### src/rtl/game_pkg.sv
// Shared game definitions: state encodings, speed width and default tuning constants.
// Latency: none (declarations only). Backpressure: not applicable.
// Jump, Ground, Cactus and Score import this package alongside game_ctrl.
package game_pkg;

    localparam int SPEED_W = 4;

    localparam logic [SPEED_W-1:0] DEF_SPEED_INIT  = 4'd2;
    localparam logic [SPEED_W-1:0] DEF_SPEED_MAX   = 4'd10;
    localparam int unsigned        DEF_RAMP_FRAMES = 600;
    localparam int unsigned        DEF_HIT_CYCLES  = 8;

    typedef enum logic [2:0] {
        ST_IDLE  = 3'd0,
        ST_ARMED = 3'd1,
        ST_RUN   = 3'd2,
        ST_PAUSE = 3'd3,
        ST_OVER  = 3'd4
    } state_t;

endpackage

### src/rtl/game_ctrl_edge_sync.sv
// 2-flop synchronizer with rise/fall pulse outputs; reset value chosen per input.
// Latency: input edge to pulse is 2 CLK, pulse is 1 CLK wide.
// Backpressure: none, free-running.
module edge_sync #(
    parameter logic RST_VAL = 1'b0
) (
    input  logic CLK,
    input  logic RESET_N,
    input  logic din,
    output logic rise,
    output logic fall
);

    logic sync1;
    logic sync2;
    logic prev;

    always_ff @(posedge CLK or negedge RESET_N) begin
        if (!RESET_N) begin
            sync1 <= RST_VAL;
            sync2 <= RST_VAL;
            prev  <= RST_VAL;
        end else begin
            sync1 <= din;
            sync2 <= sync1;
            prev  <= sync2;
        end
    end

    assign rise = sync2 & ~prev;
    assign fall = ~sync2 & prev;

endmodule

### src/rtl/game_ctrl.sv
// Game sequencer FSM (IDLE/ARMED/RUN/PAUSE/OVER) with collision filter and speed ramp.
// Latency: button/vs edge to state change 3 CLK; collision ends RUN on the sampling edge.
// Backpressure: none. Optional pause support under GAME_CTRL_PAUSE_EN.
module game_ctrl
    import game_pkg::*;
#(
    parameter logic [SPEED_W-1:0] SPEED_INIT  = DEF_SPEED_INIT,
    parameter logic [SPEED_W-1:0] SPEED_MAX   = DEF_SPEED_MAX,
    parameter int unsigned        RAMP_FRAMES = DEF_RAMP_FRAMES,
    parameter int unsigned        HIT_CYCLES  = DEF_HIT_CYCLES
) (
    input  logic               CLK,
    input  logic               RESET_N,
    input  logic               start,
    input  logic               pause,
    input  logic               vs,
    input  logic               px_dinosaur,
    input  logic               px_cactus,
    output logic               game_status,
    output logic               game_over,
    output logic [SPEED_W-1:0] speed,
    output logic [2:0]         state,
    output logic               frame_tick
);

    localparam logic [15:0] RAMP_LAST = 16'(RAMP_FRAMES - 1);
    localparam logic [7:0]  HIT_LAST  = 8'(HIT_CYCLES - 1);

    logic start_evt;
    logic pause_evt;
    logic unused_start_fall;
    logic unused_vs_rise;

    edge_sync #(.RST_VAL(1'b0)) u_start_sync (
        .CLK(CLK), .RESET_N(RESET_N), .din(start),
        .rise(start_evt), .fall(unused_start_fall)
    );

    // vs idles high, so its synchronizer resets high to avoid a tick on reset exit
    edge_sync #(.RST_VAL(1'b1)) u_vs_sync (
        .CLK(CLK), .RESET_N(RESET_N), .din(vs),
        .rise(unused_vs_rise), .fall(frame_tick)
    );

`ifdef GAME_CTRL_PAUSE_EN
    logic unused_pause_fall;
    logic pend_q;
    logic pend_d;

    edge_sync #(.RST_VAL(1'b0)) u_pause_sync (
        .CLK(CLK), .RESET_N(RESET_N), .din(pause),
        .rise(pause_evt), .fall(unused_pause_fall)
    );
`else
    logic unused_pause;
    assign unused_pause = pause;
    assign pause_evt    = 1'b0;
`endif

    state_t             state_q, state_d;
    logic [SPEED_W-1:0] speed_q, speed_d;
    logic [15:0]        ramp_q, ramp_d;
    logic [7:0]         hit_q, hit_d;
    logic               overlap;

    assign overlap = px_dinosaur & px_cactus;

    always_ff @(posedge CLK or negedge RESET_N) begin
        if (!RESET_N) begin
            state_q <= ST_IDLE;
            speed_q <= '0;
            ramp_q  <= '0;
            hit_q   <= '0;
`ifdef GAME_CTRL_PAUSE_EN
            pend_q  <= 1'b0;
`endif
        end else begin
            state_q <= state_d;
            speed_q <= speed_d;
            ramp_q  <= ramp_d;
            hit_q   <= hit_d;
`ifdef GAME_CTRL_PAUSE_EN
            pend_q  <= pend_d;
`endif
        end
    end

    always_comb begin
        state_d = state_q;
        speed_d = speed_q;
        ramp_d  = ramp_q;
        hit_d   = hit_q;
`ifdef GAME_CTRL_PAUSE_EN
        pend_d  = pend_q;
`endif
        case (state_q)
            ST_IDLE: begin
                if (start_evt) state_d = ST_ARMED;
            end
            ST_ARMED: begin
                if (frame_tick) begin
                    state_d = ST_RUN;
                    speed_d = SPEED_INIT;
                    ramp_d  = '0;
                    hit_d   = '0;
                end
            end
            ST_RUN: begin
                // a completed collision beats a coincident frame tick or pause
                if (overlap && (hit_q == HIT_LAST)) begin
                    state_d = ST_OVER;
                end else if (pause_evt) begin
                    state_d = ST_PAUSE;
                    hit_d   = '0;
                end else if (frame_tick) begin
                    hit_d = {7'd0, overlap};
                    if (ramp_q == RAMP_LAST) begin
                        ramp_d  = '0;
                        speed_d = (speed_q >= SPEED_MAX) ? SPEED_MAX : speed_q + 1'b1;
                    end else begin
                        ramp_d = ramp_q + 16'd1;
                    end
                end else if (overlap) begin
                    hit_d = hit_q + 8'd1;
                end
            end
`ifdef GAME_CTRL_PAUSE_EN
            ST_PAUSE: begin
                if (pend_q && frame_tick) begin
                    state_d = ST_RUN;
                    pend_d  = 1'b0;
                end else if (pause_evt) begin
                    pend_d = 1'b1;
                end
            end
`endif
            ST_OVER: begin
                if (start_evt) state_d = ST_ARMED;
            end
            default: state_d = ST_IDLE;
        endcase
    end

    assign game_status = (state_q == ST_RUN);
    assign game_over   = (state_q == ST_OVER);
    assign speed       = (state_q == ST_IDLE) ? '0 : speed_q;
    assign state       = state_q;

endmodule

### config.mk
export PLATFORM = sky130hd
export DESIGN_NAME = game_ctrl
export DESIGN_NICKNAME = d
export VERILOG_FILES = /design/src/rtl/game_pkg.sv /design/src/rtl/game_ctrl_edge_sync.sv /design/src/rtl/game_ctrl.sv
export SDC_FILE = /design/constraint.sdc
export NUM_CORES = 1
export LEC_CHECK = 0
export ABC_CLOCK_PERIOD_IN_PS = 4000
export CAP_MARGIN = 20
export CORE_ASPECT_RATIO = 0.5
export CORE_MARGIN = 2
export CORE_UTILIZATION = 55
export CTS_CLUSTER_DIAMETER = 120
export CTS_CLUSTER_SIZE = 14
export DETAILED_ROUTE_END_ITERATION = 8
export MAX_ROUTING_LAYER = met4
export PLACE_DENSITY = 0.81
export SLEW_MARGIN = 20
export SYNTH_ARGS = -nofsm -noshare
export SYNTH_HDL_FRONTEND = slang
export SYNTH_SLANG_ARGS = --single-unit
### constraint.sdc
create_clock -name CLK -period 4 [get_ports CLK]
set_input_delay 0.4 -clock CLK [delete_from_list [all_inputs] [get_ports CLK]]
set_output_delay 0.4 -clock CLK [all_outputs]
set_load 0.01 [all_outputs]
# == Yosys cells after proc, flatten, opt, wreduce, memory -nomap -nowiden ==
# Index checks and enable logic that the tools add are counted.
# totals
register_bits,37
word_cells,60
# classes
addsub,3
magnitude_cmp,1
eq_ne,12
n_mux,21
bitwise,5
reduce_logical,8
# ops
operator,count
$mux W16,4
$mux W8,4
$pmux W16 S2,1
$mux W4,6
$add A16 B1 Y16 const B,1
$eq A16 B10 Y1 const B,1
$pmux W8 S2,1
$mux W3,3
$pmux W3 S3,1
$add A8 B1 Y8 const B,1
$eq A8 B3 Y1 const B,1
$ne A2 B1 Y1 const B,4
$pmux W4 S2,1
$reduce_and A4 Y1,2
$reduce_and A5 Y1,1
$add A4 B1 Y4 const B,1
$ge A4 B4 Y1 const B,1
$ne A2 B2 Y1 const B,2
$and A1 B1 Y1,3
$eq A3 B1 Y1 const B,1
$eq A3 B2 Y1 const B,1
$eq A3 B3 Y1 const B,1
$logic_not A3 Y1,1
$ne A3 B1 Y1 const B,1
other kinds (5),6

# == Longest topological paths before layout ==
# logic_depth
ltp_word,6
mapped_depth,9

# == Cells and area by module ==
# A second synthesis with hierarchy kept.
# unflattened
hier_cells,215
hier_area_um2,2048.2
# modules_own_cells
mod,instances,cells_per_inst,area_per_inst_um2
game_ctrl,1,205,1864.3
edge_sync at u_vs_sync,1,5,93.8
edge_sync at u_start_sync,1,5,90.1

# == Least setup slack after synthesis ==
# No wires, ideal clock.
# synth_path
path_kind,reg-to-reg
startpoint,reg state_q[0] (netlist: state[0])
endpoint,reg hit_q[6]
arrival_ps,1850
slack_ps,2081
path_stages_with_launch,7
synth_period_minus_slack_ps,1919
path_cell_list,dfrtp_1 -> buf_2 -> nand2b_1 -> a221oi_1 -> o21ai_1 -> or4_1 -> nand3_1
# synth_between
elab_chain_len,3
# synth_rtl
element,line_no,source
from (decl),game_ctrl.sv:60,"state_t state_q, state_d;"
from (signal assigned),game_ctrl.sv:78,state_q <= state_d;
$eq A3 B2 Y1 / $eq A3 B1 Y1 (equally long branches),game_ctrl.sv:96,case (state_q)
$ne A3 B1 Y1 (no source line) (tied with other cells),-,
$reduce_and A4 Y1 (no source line),-,
to (signal assigned),game_ctrl.sv:81,hit_q <= hit_d;
to (decl),game_ctrl.sv:63,"logic [7:0] hit_q, hit_d;"
# Parallel ways exist; a longest one is shown, timed or not.
# A chain may end at the register's enable or synchronous reset.

# == Final worst setup path ==
# layout_path
startpoint,reg state_q[1] (netlist: state[1])
endpoint,out game_status
# layout_between
elab_chain_len,1
# layout_rtl
element,line_no,source
$eq A3 B2 Y1,game_ctrl.sv:144,assign game_status = (state_q == ST_RUN);
to (decl),game_ctrl.sv:19,"output logic game_status,"
# Every way passes these cells.

==> flow_summary_export.csv <==
group,metric,value,unit
critical_path,critPathTopFamily,"buffers and inverters",
power_and_ir_drop,p_per_area,580.9,nW/um^2
logic_synthesis,yosys.area_share.simple,0.3216,
power_and_ir_drop,swShare,0.3630,
power_and_ir_drop,pwr-share-clk,0.251,
critical_path,crit_fanout,10,
floorplanning,start_util,0.5827,
power_and_ir_drop,vdd.ir_drop.worst,0.2543,mV
logic_synthesis,synth-main-ff-cell,"dfrtp_1",
logic_synthesis,synth_edf_count,0,
clock_tree,cts-root-buf,"clkbuf_8",
critical_path,r2r_cells,6,
detailed_routing,vias,1713,
global_routing,grt_pass1_vias,1502,
clock_tree,cts_tree,"built",
critical_path,rrSetupSlack,1.70,ns
detailed_routing,avgViaCountPerCell,5.887,
floorplanning,die_area,4209,um^2
floorplanning,die_x,89.78,um
critical_path,crit_buf_inv,2,
critical_path,cp.arrival,1.98,ns
critical_path,cp_cell_sequence,"nor2b_1 > nand2b_2 > clkinv_1 > clkdlybuf4s50_1",
cells_and_area,antenna_cells,0,
logic_synthesis,synth_area_leader_cell,"dfrtp_1",
clock_tree,clk_pin_slew_worst_paths,0.08,ns
cells_and_area,final_layout_size_suffix_gt1_frac,0.08333,
clock_tree,cts-buffers-inserted,5,
power_and_ir_drop,internal-power,863.9,uW
logic_synthesis,yosysWarnings,0,
power_and_ir_drop,power_leakage,0.0009211,uW
clock_tree,htreeDepth,2,
logic_synthesis,synthAdderAreaFrac,0.02474,
timing,rsz0062_at_grt,"false",
clock_tree,cts_sinks,37,
logic_synthesis,syn-num-nets,234,
detailed_routing,dr.pass1.iters,4,
cells_and_area,area_growth,15.40,%
critical_path,timing.rr.end,"ramp_q[13]$_DFFE_PN0P_",
power_and_ir_drop,p_comb_frac,0.280,
logic_synthesis,synth_top_area_frac,0.4205,
logic_synthesis,ys_async_sr_fraction,1.000,
timing,slew_headroom,0.5718,
worst_hold_path,worstHoldPathType,"flop to flop",
logic_synthesis,synth-xor-area-share,0,
flow_run,drv_cap,0,
floorplanning,die_h,46.89,um
timing,hold_viol_final,0,
cells_and_area,nNetsFinal,250,
placement,gp_congestion,0.8231,
detailed_routing,remaining_drc_errors,0,
critical_path,end_kind,"output pin",
detailed_routing,drtIter0Drc,83,
critical_path,setup.worst_path.end,"game_status",
clock_tree,cts_resized,0,
logic_synthesis,syn_area,2023,um^2
critical_path,cp_slowest_cell,"clkdlybuf4s50_1",
critical_path,critPathKind,"flop to output pin",
logic_synthesis,synth_area_leaders,"dfrtp_1 (42%), nand2_1 (5.4%), nand3_1 (5.2%), dfstp_2 (3.9%), o21ai_0 (3.7%)",
detailed_routing,wire_per_inst,14.21,um
detailed_routing,ant_nets,0,
global_routing,overflow,0,
worst_hold_path,holdPathStages,0,
clock_tree,clk_latency,0.30,ns
timing,finalWorstSetupSlack,1.619,ns
logic_synthesis,syn_area_per_cell,9.073,um^2
global_routing,grt_use_total,0.2210,
logic_synthesis,netlist-cell-type-count,44,
critical_path,start_kind,"flop",
outcome,status,"complete, no violations",
timing,period_minus_slack,2.381,ns
timing,finalClockSkew,0.006715,ns
timing,fin_crit_sh,0.5952,
global_routing,grt_pass1_wl,6913,um
critical_path,cp-startpoint,"state[1]$_DFFE_PN0P_",
placement,pre_cts_ws,1.523,ns
clock_tree,hold_buffers,0,
power_and_ir_drop,power.switching,492.4,uW
timing,max_freq,0.4200,GHz
clock_tree,clockBufferDepth,2,
timing,setup_viol,0,
critical_path,cp.required,3.60,ns
global_routing,antenna_found_initial,0,
global_routing,grt_max_degree,38,
placement,portBuffers,15,
logic_synthesis,synthCells,223,
critical_path,crit_cells,4,
logic_synthesis,muxShareOfSynthArea,0.005566,
critical_path,r2r-start,"hit_q[0]$_DFFE_PN0P_",
critical_path,slowest_delay,0.57,ns
timing,finalMaxSlewViolations,0,
clock_tree,post_cts_buffers,0,
floorplanning,core,3472,um^2
power_and_ir_drop,sequentialPowerShare,0.469,
timing,fin_setup_tns,0,ns
logic_synthesis,yosysSeqAreaShare,0.4595,
detailed_routing,drt-total-wl,4136,um
floorplanning,io_pins,17,
placement,dp_hpwl,2744,um
timing,worstMarginPinSlew,0.6416,ns
logic_synthesis,ys_seq_elements,37,
logic_synthesis,synth_compound_area_frac,0.1571,
logic_synthesis,synth_top_family_by_area,"simple AND/OR/NAND/NOR gates",
floorplanning,rows,15,
==> registers in the layout (all words and copies together) (netlist names) <==
signal              count
u_vs_sync.sync2         1
state                   3
u_start_sync.sync2      1
u_start_sync.prev       1
ramp_q                 16
hit_q                   8
u_vs_sync.sync1         1
u_start_sync.sync1      1
u_vs_sync.prev          1
speed_q                 4
==> routing by layer <==
metal,wire [um],up-vias,track usage
met5,0,-,-
li1,-,856,-
met4,28,0,0.05538
met2,1888,45,0.3727
met1,2024,808,0.2690
met3,195,4,0.07063
==> worst min-delay path by stage <==
stage	startpoint	end	slack (ns)
2_1_floorplan	RESET_N	hit_q[0]$_DFFE_PN0P_	0.10
3_3_place_gp	u_start_sync.sync1$_DFF_PN0_	u_start_sync.sync2$_DFF_PN0_	0.33
3_5_place_dp	u_start_sync.sync1$_DFF_PN0_	u_start_sync.sync2$_DFF_PN0_	0.35
4_1_cts	u_vs_sync.sync1$_DFF_PN1_	u_vs_sync.sync2$_DFF_PN1_	0.36
5_1_grt	u_vs_sync.sync1$_DFF_PN1_	u_vs_sync.sync2$_DFF_PN1_	0.36
6_report	u_vs_sync.sync1$_DFF_PN1_	u_vs_sync.sync2$_DFF_PN1_	0.35
==> final cells by class <==
class / instances / area (um^2)
fillers: 253 / 1137
clock inverters: 2 / 37.54
inverters: 7 / 26.28
clock buffers: 6 / 82.58
repair buffers: 17 / 165.2
flip-flops and latches: 37 / 929.6
well taps: 51 / 63.81
multi-input cells: 171 / 1030
==> synthesized netlist by cell type (2+ instances only) <==
| cell type | count |
|---|---|
| clkbuf_1 | 2 |
| dfrtp_1 | 34 |
| or4b_1 | 2 |
| or4_1 | 6 |
| nor4_1 | 2 |
| o21ai_0 | 15 |
| dfstp_2 | 3 |
| and3_1 | 2 |
| nand3b_1 | 5 |
| o311ai_0 | 8 |
| nor2_1 | 15 |
| inv_1 | 6 |
| nand4_1 | 8 |
| o211ai_1 | 3 |
| ha_1 | 4 |
| nor2b_1 | 5 |
| a31oi_1 | 3 |
| o21ai_1 | 2 |
| nand2_1 | 29 |
| buf_2 | 6 |
| or2_2 | 2 |
| nand3_1 | 21 |
| nand4bb_1 | 2 |
| a21oi_1 | 7 |
| and2_1 | 2 |
| o31ai_1 | 4 |
| nand2b_1 | 7 |
| nor3_1 | 2 |
==> cell families (layout without fill, tap and decap cells) <==
family	count (synthesis)	in the layout
multiplexers	1	1
adder cells (fa/ha/maj)	4	4
AO/OA/AOI/OAI	49	49
AND/OR/NAND/NOR	117	117
buffers and inverters	15	32
flip-flops	37	37
==> power groups by stage <==
stage	clock network, uW	logic (uW)	registers (uW)
after floorplan	0	285	588
after global placement	0	368	631
after detailed placement	0	382	636
after CTS	351	383	631
after global routing	367	428	661
final	341	380	636
==> metrics by stage <==
step / cells / utilization / hold slack [ns] / instance area (um^2) / total power [uW]
global route: 291 / 0.6724 / 0.3563 / 2335 / 1456
floorplan: 223 / - / 0.1044 / 2023 / 873.7
finish: 291 / 0.6724 / 0.3519 / 2335 / 1356
CTS: 291 / 0.6724 / 0.3551 / 2335 / 1365
detailed placement: 283 / 0.6378 / 0.3478 / 2215 / 1018
global placement: 283 / 0.6378 / 0.3326 / 2215 / 999.2
==> layout by cell type (no fill, tap or decap), types with 3 or more instances in the layout <==
master | Yosys | routed
a21oi_1 | 7 | 7
o31ai_1 | 4 | 4
nor2_1 | 15 | 15
nand2b_1 | 7 | 7
a31oi_1 | 3 | 3
inv_1 | 6 | 6
o311ai_0 | 8 | 8
nand2_1 | 29 | 29
ha_1 | 4 | 4
nor2b_1 | 5 | 5
clkbuf_8 | 0 | 6
o211ai_1 | 3 | 3
dfrtp_1 | 34 | 34
o21ai_0 | 15 | 14
o21ai_1 | 2 | 3
clkdlybuf4s50_1 | 0 | 15
dfstp_2 | 3 | 3
nand3_1 | 21 | 21
nand3b_1 | 5 | 5
nand4_1 | 8 | 8
or4_1 | 6 | 6
Note: power is estimated with default switching activity, not from simulation.
==> variant: new RTL, config.mk and constraints unchanged <==
`RST_VAL` is set to 1'b0 in 2 places; all go to 1'b1.
--- a/src/rtl/game_ctrl_edge_sync.sv
+++ b/src/rtl/game_ctrl_edge_sync.sv
@@ -2,7 +2,7 @@
 // Latency: input edge to pulse is 2 CLK, pulse is 1 CLK wide.
 // Backpressure: none, free-running.
 module edge_sync #(
-    parameter logic RST_VAL = 1'b0
+    parameter logic RST_VAL = 1'b1
 ) (
     input  logic CLK,
     input  logic RESET_N,
--- a/src/rtl/game_ctrl.sv
+++ b/src/rtl/game_ctrl.sv
@@ -31,7 +31,7 @@
     logic unused_start_fall;
     logic unused_vs_rise;
 
-    edge_sync #(.RST_VAL(1'b0)) u_start_sync (
+    edge_sync #(.RST_VAL(1'b1)) u_start_sync (
         .CLK(CLK), .RESET_N(RESET_N), .din(start),
         .rise(start_evt), .fall(unused_start_fall)
     );
Behaviour: not the same (Yosys sat finds a counterexample within 4 cycles, from zero or initial values and one cycle with RESET_N low).
==> variant against the original RTL <==
- wire length is 3.9% higher
- power is 0.27% higher
- sequential power is 0.9% higher
- core utilization unchanged
- non-clock buffer count stayed put
- final area is the same
- area after synthesis grew 0.19%
- sequential cell count stayed put
- critical path depth is the same
- worst setup slack lost 13 ps
- via count up 3.9%
- register-to-register slack worse by 40 ps
- synthesized cell count unchanged
==> variant: results (changes against the original RTL) <==
* Maximum vdd drop at 0.247 mV (-2.8%)
* Setup Skew at 9.15 ps (+2.44 ps)
* DR WL/cell at 14.8 um (+3.9%)
* Status: finished clean
* Routed length on met2 at 2030 um (+7.5%)
* Synth cell count leaders: dfrtp_1, nand2_1, nand3_1
* Vias per cell at 6.11 (+3.9%)
* Hpwl dp at 2850 um (+3.7%)
* Top post-synthesis cells by area: dfrtp_1, dfstp_2, nand2_1, nand3_1, o21ai_0
* R2R setup slack at 1660 ps (-40 ps)
* Initial DRC Count at 59 (-29%)
* Number of global-route vias before repair at 1,604 (+6.8%)
* GR Util All Layers at 0.227 (+0.00600)
* CP max stage delay at 570 ps (about the same)
* First-pass GRT wire length at 7250 um (+4.9%)
* Post-synthesis sequential area ratio at 0.460 (+0.00100)
* Post-synthesis mux area share at 0.00556 (-0.0000103)
* CP max stage cell: clkdlybuf4s50_1
* Internal power at 0.000866 W (+0.24%)
* Routed wl met3 at 204 um (+4.6%)
* Routability congestion estimate at 0.801 (-2.7%)
* P_leak at 0.919 nW (-0.26%)
* Metal-1 WL at 2010 um (-0.69%)
* Max_slew headroom at 0.583 (+0.0116)
* # fillers at 270 (+6.7%)
* Share of cells above drive strength 1 at 0.0917 (+0.00833)
* Hold slack final at 358 ps (+6.11 ps)
* Synth Area in Adders at 0.0247 (-0.0000458)
* Primary FF master, synth: dfrtp_1
* Post-synthesis compound-gate area fraction at 0.157 (-0.000291)
## variant: cell count changes after synthesis
cell and delta:
dfstp_2 +3, dfrtp_1 -3
## variant: through the flow
stage | instance area, um^2 | std cells | setup slack [ps] | power, W
2_1_floorplan | 2030 | 223 | 2080 | 0.000875
3_3_place_gp | 2220 | 283 | 1530 | 0.00100
3_5_place_dp | 2220 | 283 | 1470 | 0.00103
5_1_grt | 2330 | 291 | 1450 | 0.00145
6_report | 2330 | 291 | 1610 | 0.00136
4_1_cts | 2330 | 291 | 1600 | 0.00137
## variant: power by group through the flow
| stage | Combinational (W) | Clock (W) | Sequential, W |
|---|---|---|---|
| floorplan | 0.000285 | 0 | 0.000589 |
| global placement | 0.000368 | 0 | 0.000633 |
| detailed placement | 0.000386 | 0 | 0.000639 |
| CTS | 0.000387 | 0.000342 | 0.000637 |
| global route | 0.000433 | 0.000357 | 0.000665 |
| finish | 0.000385 | 0.000333 | 0.000642 |
## variant: worst paths after layout
kind / start / to / depth (start not counted)
min reg2reg: u_start_sync.sync1 / u_start_sync.sync2 / 0
max reg2reg: state[1] / ramp_q[13] / 6
min in group asynchronous: RESET_N / state[0] / 2
max: state[1] / game_status / 4
max in group asynchronous: RESET_N / u_start_sync.sync2 / 2
min: u_start_sync.sync1 / u_start_sync.sync2 / 0
## variant: metal layers
metal | track usage | vias up
met2 | 0.405 | 48
met5 | - | -
met3 | 0.0530 | 8
met4 | 0.0677 | 0
met1 | 0.271 | 860
li1 | - | 863
## variant: logic make-up (layout without fill, tap and decap cells)
logic type               count (synthesis)  count (layout)
buffers and inverters                   15              32
AO/OA/AOI/OAI                           49              49
flip-flops                              37              37
AND/OR/NAND/NOR                        117             117
multiplexers                             1               1
adder cells (fa/ha/maj)                  4               4
## variant: layout make-up
| type | instances | area (um^2) | area share |
|---|---|---|---|
| clock buffers | 7 | 86.3 | 0.0370 |
| multi-input cells | 171 | 1030 | 0.441 |
| well taps | 51 | 63.8 | 0.0273 |
| inverters | 7 | 26.3 | 0.0113 |
| flip-flops and latches | 37 | 933 | 0.400 |
| repair buffers | 17 | 165 | 0.0707 |
| clock inverters | 1 | 30.0 | 0.0129 |
